**src/rtl/load_store_unit_if.sv**
```systemverilog
// ---------------------------------------------------------------------------
// load_store_unit_if
// Bundles the datapath-side request signals and the data-memory bus of the
// load/store unit into one interface.
//
// Signal summary:
//   cpu_req     datapath requests a load/store (level, held while stall=1)
//   cpu_we      1 = store, 0 = load
//   cpu_funct3  access size / signedness (LB/LH/LW/LBU/LHU, SB/SH/SW)
//   cpu_addr    byte address
//   cpu_wdata   store data
//   cpu_rdata   extended load result, valid with cpu_done
//   cpu_done    one-cycle completion pulse
//   stall       holds PC and register write while an access is pending
//   misaligned  one-cycle pulse when an access is rejected
//   mem_req     bus request
//   mem_we      bus write
//   mem_addr    word-aligned bus address
//   mem_be      byte enables
//   mem_wdata   lane-replicated store data
//   mem_rdata   read word from memory
//   mem_ack     bus completion
//   bus_err     timeout pulse (present only when LSU_TIMEOUT_EN is defined)
//
// Modports:
//   master  the load/store unit itself (drives the memory bus and the
//           datapath result signals)
//   slave   the surroundings (datapath plus data memory)
// ---------------------------------------------------------------------------
interface load_store_unit_if #(
    parameter int ADDR_W = 32
);
    logic              cpu_req;
    logic              cpu_we;
    logic [2:0]        cpu_funct3;
    logic [ADDR_W-1:0] cpu_addr;
    logic [31:0]       cpu_wdata;
    logic [31:0]       cpu_rdata;
    logic              cpu_done;
    logic              stall;
    logic              misaligned;
    logic              mem_req;
    logic              mem_we;
    logic [ADDR_W-1:0] mem_addr;
    logic [3:0]        mem_be;
    logic [31:0]       mem_wdata;
    logic [31:0]       mem_rdata;
    logic              mem_ack;
`ifdef LSU_TIMEOUT_EN
    logic              bus_err;
`endif

    modport master (
        input  cpu_req, cpu_we, cpu_funct3, cpu_addr, cpu_wdata,
        input  mem_rdata, mem_ack,
        output cpu_rdata, cpu_done, stall, misaligned,
        output mem_req, mem_we, mem_addr, mem_be, mem_wdata
`ifdef LSU_TIMEOUT_EN
        , output bus_err
`endif
    );

    modport slave (
        output cpu_req, cpu_we, cpu_funct3, cpu_addr, cpu_wdata,
        output mem_rdata, mem_ack,
        input  cpu_rdata, cpu_done, stall, misaligned,
        input  mem_req, mem_we, mem_addr, mem_be, mem_wdata
`ifdef LSU_TIMEOUT_EN
        , input bus_err
`endif
    );
endinterface

```
**src/rtl/load_store_unit.sv**
```systemverilog
// ---------------------------------------------------------------------------
// load_store_unit
// Turns a single-cycle datapath load/store into a handshaked word-bus
// transaction: byte-lane enables, store-data replication, sign/zero
// extension of loads and misalignment rejection. stall holds the datapath
// until the access completes; memory latency is variable and completion is
// signalled with mem_ack.
//
// Ports:
//   clk     rising-edge clock
//   reset   asynchronous, active-low reset
//   io_lsu  load_store_unit_if.master (datapath request + memory bus)
//
// Parameters:
//   ADDR_W          byte-address width
//   TIMEOUT_CYCLES  maximum BUS cycles waited for mem_ack (only with
//                   LSU_TIMEOUT_EN)
//
// Build option:
//   LSU_TIMEOUT_EN  when defined, a BUS wait counter aborts the access after
//                   TIMEOUT_CYCLES cycles without mem_ack and pulses bus_err
//                   together with cpu_done. When undefined, BUS waits
//                   indefinitely and there is no bus_err signal.
// ---------------------------------------------------------------------------
module load_store_unit #(
    parameter int ADDR_W = 32
`ifdef LSU_TIMEOUT_EN
    , parameter int TIMEOUT_CYCLES = 16
`endif
) (
    input  logic              clk,
    input  logic              reset,
    load_store_unit_if.master io_lsu
);

    localparam logic [1:0] S_IDLE = 2'd0;
    localparam logic [1:0] S_BUS  = 2'd1;
    localparam logic [1:0] S_DONE = 2'd2;

    logic [1:0]        r_state;
    logic [31:0]       r_cpuRdata;
    logic              r_cpuDone;
    logic              r_misaligned;
    logic              r_memReq;
    logic              r_memWe;
    logic [ADDR_W-1:0] r_memAddr;
    logic [3:0]        r_memBe;
    logic [31:0]       r_memWdata;
    logic [1:0]        r_lane;
    logic [2:0]        r_funct3;

    logic              w_aligned;
    logic [3:0]        w_be;
    logic [31:0]       w_wdata;
    logic [31:0]       w_laneData;
    logic [31:0]       w_loadData;
    logic              w_doneHold;
    logic              w_stall;

`ifdef LSU_TIMEOUT_EN
    localparam int CNT_W = $clog2(TIMEOUT_CYCLES) + 1;
    logic [CNT_W-1:0]  r_waitCnt;
    logic              r_busErr;
`endif

    // Request decode: alignment, byte enables and lane-replicated store data.
    // Replicating the store data means every enabled lane already carries the
    // right byte, so no shifter is needed on the write path.
    always_comb begin
        w_aligned = 1'b0;
        w_be      = 4'b0000;
        w_wdata   = io_lsu.cpu_wdata;
        case (io_lsu.cpu_funct3)
            3'b000, 3'b100: begin
                w_aligned = 1'b1;
                w_be      = 4'b0001 << io_lsu.cpu_addr[1:0];
                w_wdata   = {4{io_lsu.cpu_wdata[7:0]}};
            end
            3'b001, 3'b101: begin
                w_aligned = ~io_lsu.cpu_addr[0];
                w_be      = 4'b0011 << io_lsu.cpu_addr[1:0];
                w_wdata   = {2{io_lsu.cpu_wdata[15:0]}};
            end
            3'b010: begin
                w_aligned = (io_lsu.cpu_addr[1:0] == 2'b00);
                w_be      = 4'b1111;
            end
            default: begin
                // 011/110/111 are not legal accesses and get rejected.
                w_aligned = 1'b0;
            end
        endcase
    end

    // Load result: shift the addressed lane down to bit 0, then extend.
    // Lane and funct3 were captured at request time because the datapath may
    // drop cpu_req (and change the address) while the bus cycle is pending.
    always_comb begin
        w_laneData = io_lsu.mem_rdata >> {r_lane, 3'b000};
        case (r_funct3)
            3'b000:  w_loadData = {{24{w_laneData[7]}}, w_laneData[7:0]};
            3'b100:  w_loadData = {24'd0, w_laneData[7:0]};
            3'b001:  w_loadData = {{16{w_laneData[15]}}, w_laneData[15:0]};
            3'b101:  w_loadData = {16'd0, w_laneData[15:0]};
            default: w_loadData = w_laneData;
        endcase
    end

    // Stall is combinational so the datapath freezes in the very cycle the
    // request appears. In DONE it is released for one cycle so the datapath
    // advances; done_hold keeps that same instruction from re-issuing then.
    // Gating with reset keeps every output at 0 while reset is asserted.
    always_comb begin
        w_doneHold = (r_state == S_DONE);
        w_stall    = reset & ~w_doneHold &
                     ((r_state == S_BUS) | io_lsu.cpu_req);
    end

    // Main IDLE -> BUS -> DONE sequencer. Misaligned requests skip BUS.
    always_ff @(posedge clk or negedge reset) begin
        if (!reset) begin
            r_state      <= S_IDLE;
            r_cpuRdata   <= 32'd0;
            r_cpuDone    <= 1'b0;
            r_misaligned <= 1'b0;
            r_memReq     <= 1'b0;
            r_memWe      <= 1'b0;
            r_memAddr    <= '0;
            r_memBe      <= 4'b0000;
            r_memWdata   <= 32'd0;
            r_lane       <= 2'b00;
            r_funct3     <= 3'b000;
`ifdef LSU_TIMEOUT_EN
            r_waitCnt    <= '0;
            r_busErr     <= 1'b0;
`endif
        end else begin
            r_cpuDone    <= 1'b0;
            r_misaligned <= 1'b0;
`ifdef LSU_TIMEOUT_EN
            r_busErr     <= 1'b0;
`endif
            case (r_state)
                S_IDLE: begin
                    if (io_lsu.cpu_req) begin
                        if (!w_aligned) begin
                            r_misaligned <= 1'b1;
                            r_cpuDone    <= 1'b1;
                            r_cpuRdata   <= 32'd0;
                            r_state      <= S_DONE;
                        end else begin
                            r_memReq   <= 1'b1;
                            r_memWe    <= io_lsu.cpu_we;
                            r_memAddr  <= {io_lsu.cpu_addr[ADDR_W-1:2], 2'b00};
                            r_memBe    <= w_be;
                            r_memWdata <= w_wdata;
                            r_lane     <= io_lsu.cpu_addr[1:0];
                            r_funct3   <= io_lsu.cpu_funct3;
`ifdef LSU_TIMEOUT_EN
                            r_waitCnt  <= '0;
`endif
                            r_state    <= S_BUS;
                        end
                    end
                end
                S_BUS: begin
                    if (io_lsu.mem_ack) begin
                        r_memReq   <= 1'b0;
                        r_cpuRdata <= r_memWe ? 32'd0 : w_loadData;
                        r_cpuDone  <= 1'b1;
                        r_state    <= S_DONE;
`ifdef LSU_TIMEOUT_EN
                    end else if (r_waitCnt == CNT_W'(TIMEOUT_CYCLES - 1)) begin
                        r_memReq   <= 1'b0;
                        r_cpuRdata <= 32'd0;
                        r_cpuDone  <= 1'b1;
                        r_busErr   <= 1'b1;
                        r_state    <= S_DONE;
                    end else begin
                        r_waitCnt  <= r_waitCnt + 1'b1;
`endif
                    end
                end
                S_DONE: begin
                    r_state <= S_IDLE;
                end
                default: begin
                    r_state <= S_IDLE;
                end
            endcase
        end
    end

    assign io_lsu.cpu_rdata  = r_cpuRdata;
    assign io_lsu.cpu_done   = r_cpuDone;
    assign io_lsu.stall      = w_stall;
    assign io_lsu.misaligned = r_misaligned;
    assign io_lsu.mem_req    = r_memReq;
    assign io_lsu.mem_we     = r_memWe;
    assign io_lsu.mem_addr   = r_memAddr;
    assign io_lsu.mem_be     = r_memBe;
    assign io_lsu.mem_wdata  = r_memWdata;
`ifdef LSU_TIMEOUT_EN
    assign io_lsu.bus_err    = r_busErr;
`endif

endmodule

```
**src/flat_wrapper.sv**
```systemverilog
// flat-port wrapper written by rule: the top's interface ports become plain ports
module load_store_unit_flat 
#(
    parameter int ADDR_W = 32

)
  (clk, reset, io_lsu_cpu_req, io_lsu_cpu_we, io_lsu_cpu_funct3, io_lsu_cpu_addr, io_lsu_cpu_wdata, io_lsu_mem_rdata, io_lsu_mem_ack, io_lsu_cpu_rdata, io_lsu_cpu_done, io_lsu_stall, io_lsu_misaligned, io_lsu_mem_req, io_lsu_mem_we, io_lsu_mem_addr, io_lsu_mem_be, io_lsu_mem_wdata);
  load_store_unit_if #(.ADDR_W(ADDR_W)) io_lsu_i ();
  input  logic clk;
  input  logic reset;
  input wire logic [$bits(io_lsu_i.cpu_req)-1:0] io_lsu_cpu_req;
  input wire logic [$bits(io_lsu_i.cpu_we)-1:0] io_lsu_cpu_we;
  input wire logic [$bits(io_lsu_i.cpu_funct3)-1:0] io_lsu_cpu_funct3;
  input wire logic [$bits(io_lsu_i.cpu_addr)-1:0] io_lsu_cpu_addr;
  input wire logic [$bits(io_lsu_i.cpu_wdata)-1:0] io_lsu_cpu_wdata;
  input wire logic [$bits(io_lsu_i.mem_rdata)-1:0] io_lsu_mem_rdata;
  input wire logic [$bits(io_lsu_i.mem_ack)-1:0] io_lsu_mem_ack;
  output wire logic [$bits(io_lsu_i.cpu_rdata)-1:0] io_lsu_cpu_rdata;
  output wire logic [$bits(io_lsu_i.cpu_done)-1:0] io_lsu_cpu_done;
  output wire logic [$bits(io_lsu_i.stall)-1:0] io_lsu_stall;
  output wire logic [$bits(io_lsu_i.misaligned)-1:0] io_lsu_misaligned;
  output wire logic [$bits(io_lsu_i.mem_req)-1:0] io_lsu_mem_req;
  output wire logic [$bits(io_lsu_i.mem_we)-1:0] io_lsu_mem_we;
  output wire logic [$bits(io_lsu_i.mem_addr)-1:0] io_lsu_mem_addr;
  output wire logic [$bits(io_lsu_i.mem_be)-1:0] io_lsu_mem_be;
  output wire logic [$bits(io_lsu_i.mem_wdata)-1:0] io_lsu_mem_wdata;
  assign io_lsu_i.cpu_req = io_lsu_cpu_req;
  assign io_lsu_i.cpu_we = io_lsu_cpu_we;
  assign io_lsu_i.cpu_funct3 = io_lsu_cpu_funct3;
  assign io_lsu_i.cpu_addr = io_lsu_cpu_addr;
  assign io_lsu_i.cpu_wdata = io_lsu_cpu_wdata;
  assign io_lsu_i.mem_rdata = io_lsu_mem_rdata;
  assign io_lsu_i.mem_ack = io_lsu_mem_ack;
  assign io_lsu_cpu_rdata = io_lsu_i.cpu_rdata;
  assign io_lsu_cpu_done = io_lsu_i.cpu_done;
  assign io_lsu_stall = io_lsu_i.stall;
  assign io_lsu_misaligned = io_lsu_i.misaligned;
  assign io_lsu_mem_req = io_lsu_i.mem_req;
  assign io_lsu_mem_we = io_lsu_i.mem_we;
  assign io_lsu_mem_addr = io_lsu_i.mem_addr;
  assign io_lsu_mem_be = io_lsu_i.mem_be;
  assign io_lsu_mem_wdata = io_lsu_i.mem_wdata;
  load_store_unit #(.ADDR_W(ADDR_W)) u_core (.clk(clk), .reset(reset), .io_lsu(io_lsu_i));
endmodule
```
**config.mk**
```make
export PLATFORM = sky130hd
export DESIGN_NAME = load_store_unit_flat
export DESIGN_NICKNAME = d
export VERILOG_FILES = /design/src/rtl/load_store_unit_if.sv /design/src/rtl/load_store_unit.sv /design/src/flat_wrapper.sv
export SDC_FILE = /design/constraint.sdc
export NUM_CORES = 1
export LEC_CHECK = 0
export ABC_AREA = 1
export CAP_MARGIN = 10
export CELL_PAD_IN_SITES_DETAIL_PLACEMENT = 1
export CELL_PAD_IN_SITES_GLOBAL_PLACEMENT = 2
export CORE_MARGIN = 1.5
export CORE_UTILIZATION = 24
export CTS_CLUSTER_DIAMETER = 120
export DETAILED_ROUTE_END_ITERATION = 8
export GPL_TIMING_DRIVEN = 0
export PLACE_DENSITY_LB_ADDON = 0.1
export SLEW_MARGIN = 0
export SYNTH_ARGS = -nofsm -noshare
export SYNTH_HDL_FRONTEND = slang
export SYNTH_SLANG_ARGS = --single-unit
```
**constraint.sdc**
```tcl
create_clock -name clk -period 2 [get_ports clk]
set_clock_uncertainty 0.15 [all_clocks]
set_input_delay 0.4 -clock clk [delete_from_list [all_inputs] [get_ports clk]]
set_output_delay 0.4 -clock clk [all_outputs]
set_load 0.1 [all_outputs]
```
==> impl_metrics.ini, run 1 <==
[detailed_routing]
drc = 13
routed_wl_microns = 21200
ant_nets = 0
initialDrtViolationCount = 186
via_per_inst = 4.49
dr_total_vias = 5406
first_pass_iters = 9
wl_per_cell_microns = 17.6

[global_route]
grt_first_pass_wirelength_microns = 33800
antenna_found_initial = 0
grt_usage_pct = 18.7
grt_pass1_vias = 5979
overflow = 0
grt_max_degree = 39

[yosys]
syn_area_per_cell_sq_um = 7.78
synth_cell_types = 27
synth_edf_count = 0
ys_ff_latch = 109
async_flop_share_pct = 100
yosys_warnings = 0
synth_area_sq_um = 5400
yosysTopAreaCell = dfrtp_1
ys.flop_type = dfrtp_1
seq_area_frac_synth_pct = 50.5
synth_top_area_share_pct = 50.5
synthCells = 694
synthTopCellsByArea = dfrtp_1, nand2_1, nand3_1

[placed_design]
place.gp.congestion = 0.857
io_buffers = 205
dp_cells = 1181
dpl.hpwl_microns = 16000

[cts]
cts_tree = yes
cts_made_buffers = 9
postCtsSetupBuffers = 0
clk_pin_slew_ns = 0.07
clk_latency_ns = 0.35
clockRootBuffer = clkbuf_16
clockBufferDepth = 2
cts.sinks = 109
htree_levels = 3

[min_path]
hp-start = io_lsu_cpu_funct3[1]
hold_path.class = in2reg

[die]
dieArea_sq_um = 23400
dieHeight_microns = 153
fp.coreArea_sq_um = 22000
initial_core_util_pct = 24.6
boundaryPins = 209
dieWidth_microns = 153
core.rowCount = 54

[timing]
rsz0062_at_grt = no
setup_violations = 0
max_slew.worst_pin.slew_ns = 0.603
drv_slew = 0
min_period_ns = 1.92
fin_setup_tns_ns = 0
fmax_mhz = 522
slew_headroom_pct = 59.8
fin_crit_sh_pct = 95.9
holdWs_ns = 0.287
finalHoldViolCount = 0

[critical_path]
slowest_stage = dfrtp_1
cp_cell_sequence = inv_1 -> nor2_1 -> inv_1 -> a21oi_4 -> buf_8
crit_path_end_kind = primary output
path_buf_inv = 3
path_delay_family = flip-flops
required_ns = 1.45
cp_max_fo = 4
critical-path-max-stage-delay_ns = 0.40
crit_arrival_ns = 1.37
critical_path_class = reg2out
startpoint_type = flip-flop
crit_start = u_core.r_state[0]
r2r_start = u_core.r_lane[0]
critPathMostFrequentCell = inv_1

[final_layout]
nFillCells = 2612
antennaDiodeCount = 0
syn2layout_area_growth_pct = 56.7
final_cells = 1204
layout.nets = 1023
drive_gt1_share_pct = 20.6

[pwr]
leakage_nw = 4.08
power_mw = 13.1
ir_worst_vdd_v = 0.00100
pwr_density_cell_nw_per_um2 = 1550

[outcome]
violations = design-rule violations
status = complete, but fails checks

[job]
cap_viol_max_count = 0
==> Yosys cell counts, types with 10 or more instances <==
cell type  count
a21oi_1       33
buf_2         12
buf_6         10
clkbuf_1      13
dfrtp_1      109
inv_1         30
nand2_1      301
nand3_1       69
nor2_1        33
o21ai_0       11
o21ai_1       21
o21ai_2       17
==> cell type report <==
type / instances / area, sq um / area share (%)
Timing Repair Buffer: 213 / 2350 / 27.8
Sequential cell: 109 / 2730 / 32.2
Clock inverter: 5 / 67.6 / 0.799
Inverter: 33 / 126 / 1.49
Buffer: 44 / 293 / 3.46
Multi-Input combinational cell: 509 / 2300 / 27.2
Clock buffer: 11 / 243 / 2.87
Tap cell: 280 / 350 / 4.14
==> power by group <==
part | internal (mW) | switching, mW | total (mW)
registers | 2.84 | 0.372 | 3.22
logic | 1.70 | 6.27 | 7.97
clock network | 1.03 | 0.917 | 1.95
total | 5.57 | 7.56 | 13.1
==> registers in the layout, indices dropped and copies added (netlist names) <==
signal	count
u_core.io_lsu.cpu_done	1
u_core.io_lsu.cpu_rdata	32
u_core.io_lsu.mem_addr	30
u_core.io_lsu.mem_be	4
u_core.io_lsu.mem_req	1
u_core.io_lsu.mem_wdata	32
u_core.io_lsu.mem_we	1
u_core.io_lsu.misaligned	1
u_core.r_funct3	3
u_core.r_lane	2
u_core.r_state	2
==> worst register-to-register path: stages (launching register included) <==
cell and delay [ns]:
dfrtp_1 0.36, buf_2 0.17, inv_1 0.13, clkbuf_4 0.22, clkbuf_4 0.21, nand2_1 0.06
nand2_1 0.14, nand2_1 0.08, a21oi_1 0.15, nand2_1 0.07, nand2_1 0.05
==> cells in the final DEF (no fill, tap or decap), drive strengths merged <==
master and count:
a21boi 2, a21oi 33, a31oi 2, buf 34, bufbuf 1, bufinv 1
clkbuf 27, clkdlybuf4s15 102, clkdlybuf4s50 100, clkinv 2, conb 2, dfrtp 109
dlygate4sd2 1, dlygate4sd3 3, inv 35, mux2i 1, nand2 305, nand3 72
nand4 1, nor2 33, nor3 2, o211ai 7, o21ai 49
==> what timing repair did <==
action | CTS | global route
pin swaps | 0 | 1
gates resized for setup | 324 | 6
hold endpoints to repair | 33 | 0
hold buffers | 6 | 0
gates cloned | 1 | 0
endpoints found under the setup margin | 161 | 19
==> final timing paths <==
check                                                   end  slack, ns  cells after the start
worst min-delay path                     u_core.r_funct3[1]       0.29                      3
worst max register to register  u_core.io_lsu.cpu_rdata[22]       0.17                     10
max in group asynchronous        u_core.io_lsu.mem_wdata[3]       0.82                      3
worst min register to register    u_core.io_lsu.mem_addr[4]       0.33                      2
min in group asynchronous       u_core.io_lsu.cpu_rdata[12]       0.51                      4
worst max-delay path                           io_lsu_stall       0.08                      5
==> kinds of logic (layout without fill, tap and decap cells) <==
group,after synthesis,in the layout,share of synthesized area [%]
compound gates,93,93,10.5
buf+inv,77,306,7.55
flops,109,109,50.5
mux,1,1,0.185
other cells,1,2,0.0694
simple gates,413,413,31.1
==> metrics by stage <==
stage,cell area (sq um),worst slack [ns],utilization [%]
after floorplan,5420,0.0250,-
after global routing,8460,0.00408,38.5
after detailed placement,7850,-1.33,35.7
after global placement,7820,-5.84,35.6
final,8460,0.0828,38.5
after CTS,8440,0.0108,38.4
==> layer usage <==
layer  part of all wire [%]  up-vias  track usage [%]  wire [microns]
li1                       -     2653                -               -
met1                     44     2592             23.1            9280
met2                     49      140             32.4           10300
met3                    5.9       21             4.31            1250
met4                    1.7        0             5.56             364
met5                      0        -                0               0
No activity file was read; power rests on OpenSTA's default activity.
==> run 2: changes to the inputs <==
- CTS_CLUSTER_DIAMETER: 120 -> 60
- MAX_ROUTING_LAYER: not set -> met4
==> impl_metrics.ini, run 2 (synthesized netlist as in run 1, its figures left out) <==
[cts]
cts_made_buffers = 9
cts_tree = yes
clockRootBuffer = clkbuf_16
clk_latency_ns = 0.36
cts.sinks = 109
clk_pin_slew_ns = 0.08
htree_levels = 3
clockBufferDepth = 2

[global_route]
grt_first_pass_wirelength_microns = 33500
grt_max_degree = 38
overflow = 0
grt_usage_pct = 19.2
antenna_found_initial = 1
grt_pass1_vias = 5975

[critical_path]
startpoint_type = flip-flop
required_ns = 1.45
critical_path_class = reg2out
slowest_stage = dfrtp_1
critPathMostFrequentCell = inv_1
critical-path-max-stage-delay_ns = 0.40
cp_max_fo = 4
cp_cell_sequence = inv_1 -> nor2_2 -> inv_1 -> a21oi_4 -> buf_12
rrSetupSlack_ns = 0.17
crit_path_end_kind = primary output
crit_arrival_ns = 1.36

[detailed_routing]
routed_wl_microns = 21200
drc = 12
first_pass_iters = 8
dr_total_vias = 5409
wl_per_cell_microns = 17.5
via_per_inst = 4.47
ant_nets = 0
initialDrtViolationCount = 216

[timing]
fin_ws_ns = 0.0863
drv_slew = 0
fmax_mhz = 523
max_slew.worst_pin.slew_ns = 0.611
finalHoldViolCount = 0
slew_headroom_pct = 59.3
fin_crit_sh_pct = 95.7
min_period_ns = 1.91
setup_violations = 0

[final_layout]
mostFrequentLayoutCells = nand2_1, dfrtp_1, clkdlybuf4s15_2, clkdlybuf4s50_1, nand3_1
drive_gt1_share_pct = 21.0
final_common_cell = nand2_1
final_cells = 1210
layout.nets = 1028
syn2layout_area_growth_pct = 57.2

[placed_design]
place.gp.congestion = 0.866
io_buffers = 205
dpl.hpwl_microns = 16200
dp_cells = 1181
dp_slack_ns = -1.34

[die]
dieArea_sq_um = 23400
dieHeight_microns = 153
fp.coreArea_sq_um = 22000
initial_core_util_pct = 24.6
dieWidth_microns = 153
boundaryPins = 209
core.rowCount = 54

[pwr]
ir_worst_vdd_v = 0.000751
leakage_nw = 4.09
pwr_density_cell_nw_per_um2 = 1530

[outcome]
status = complete, but fails checks
violations = design-rule violations

[job]
cap_viol_max_count = 0

[min_path]
hold_path.class = in2reg
run 2: cell count changes in the layout (fill, tap and decap cells not counted), sizes merged:
cell	change
diode	+1
bufinv	-1
buf	+6
clkinvlp	+2
clkinv	-1
clkbuf	-1
run 2: per-stage QoR:
stage | utilization [%] | total power [mW] | instance area (sq um) | setup TNS [ns] | hold WS, ns
after floorplan | - | 9.17 | 5420 | 0 | -0.0456
after global placement | 35.6 | 11.3 | 7820 | -499.47 | 0.314
after detailed placement | 35.7 | 11.4 | 7850 | -42.34 | 0.178
after CTS | 38.3 | 13.1 | 8420 | 0 | 0.280
after global routing | 38.7 | 13.6 | 8490 | -0.0142 | 0.313
final | 38.7 | 13.0 | 8490 | 0 | 0.295
run 2: final timing paths:
path                                           startpoint                          end  cells past startpoint
worst min register to register  u_core.io_lsu.mem_addr[8]    u_core.io_lsu.mem_addr[8]                      2
worst max register to register           u_core.r_lane[0]  u_core.io_lsu.cpu_rdata[22]                     10
min in group asynchronous                           reset     u_core.io_lsu.misaligned                      4
worst max-delay path                    u_core.r_state[0]                 io_lsu_stall                      5
worst min-delay path                 io_lsu_cpu_funct3[1]           u_core.r_funct3[1]                      3
max in group asynchronous                           reset           u_core.r_funct3[1]                      3
run 2: metal layers:
| layer | track usage (%) | vias to the layer above | part of all wire (%) |
|---|---|---|---|
| met3 | 4.20 | 20 | 5.6 |
| li1 | - | 2665 | - |
| met2 | 32.9 | 136 | 50 |
| met1 | 22.5 | 2588 | 43 |
| met5 | - | - | 0 |
| met4 | 5.51 | 0 | 1.6 |
run 2: area by class of cell:
class	count	area, sq um
clock buffers	11	243
fillers	2605	13500
well taps	280	350
multi-input cells	509	2310
flip-flops and latches	109	2730
repair buffers	218	2390
clock inverters	5	43.8
diodes	1	2.50
plain buffers	44	289
inverters	33	126
run 2: where the power goes:
group	internal [mW]	total (mW)	switching (mW)	leakage, nW
Sequential	2.84	3.22	0.375	1.40
Clock	0.899	1.82	0.917	0.134
Combinational	1.71	7.98	6.27	2.55
Total	5.46	13.0	7.56	4.09
run 2: timing repair:
action                                 4_1_cts  5_1_grt
hold buffers                                 6        0
endpoints found under the hold margin       35        0
pin swaps                                    0        1
setup buffers                                0        5
gates cloned                                 1        0
setup endpoints to repair                  131       21
gates resized for setup                    324        7
run 2: worst max-delay path: cells and delay by family, from the launching register on:
family | cells | cell delay [ns]
DFF | 1 | 0.40
buffers and inverters | 3 | 0.35
AOI/OAI and AO/OA | 1 | 0.15
and+or+nand+nor | 1 | 0.10
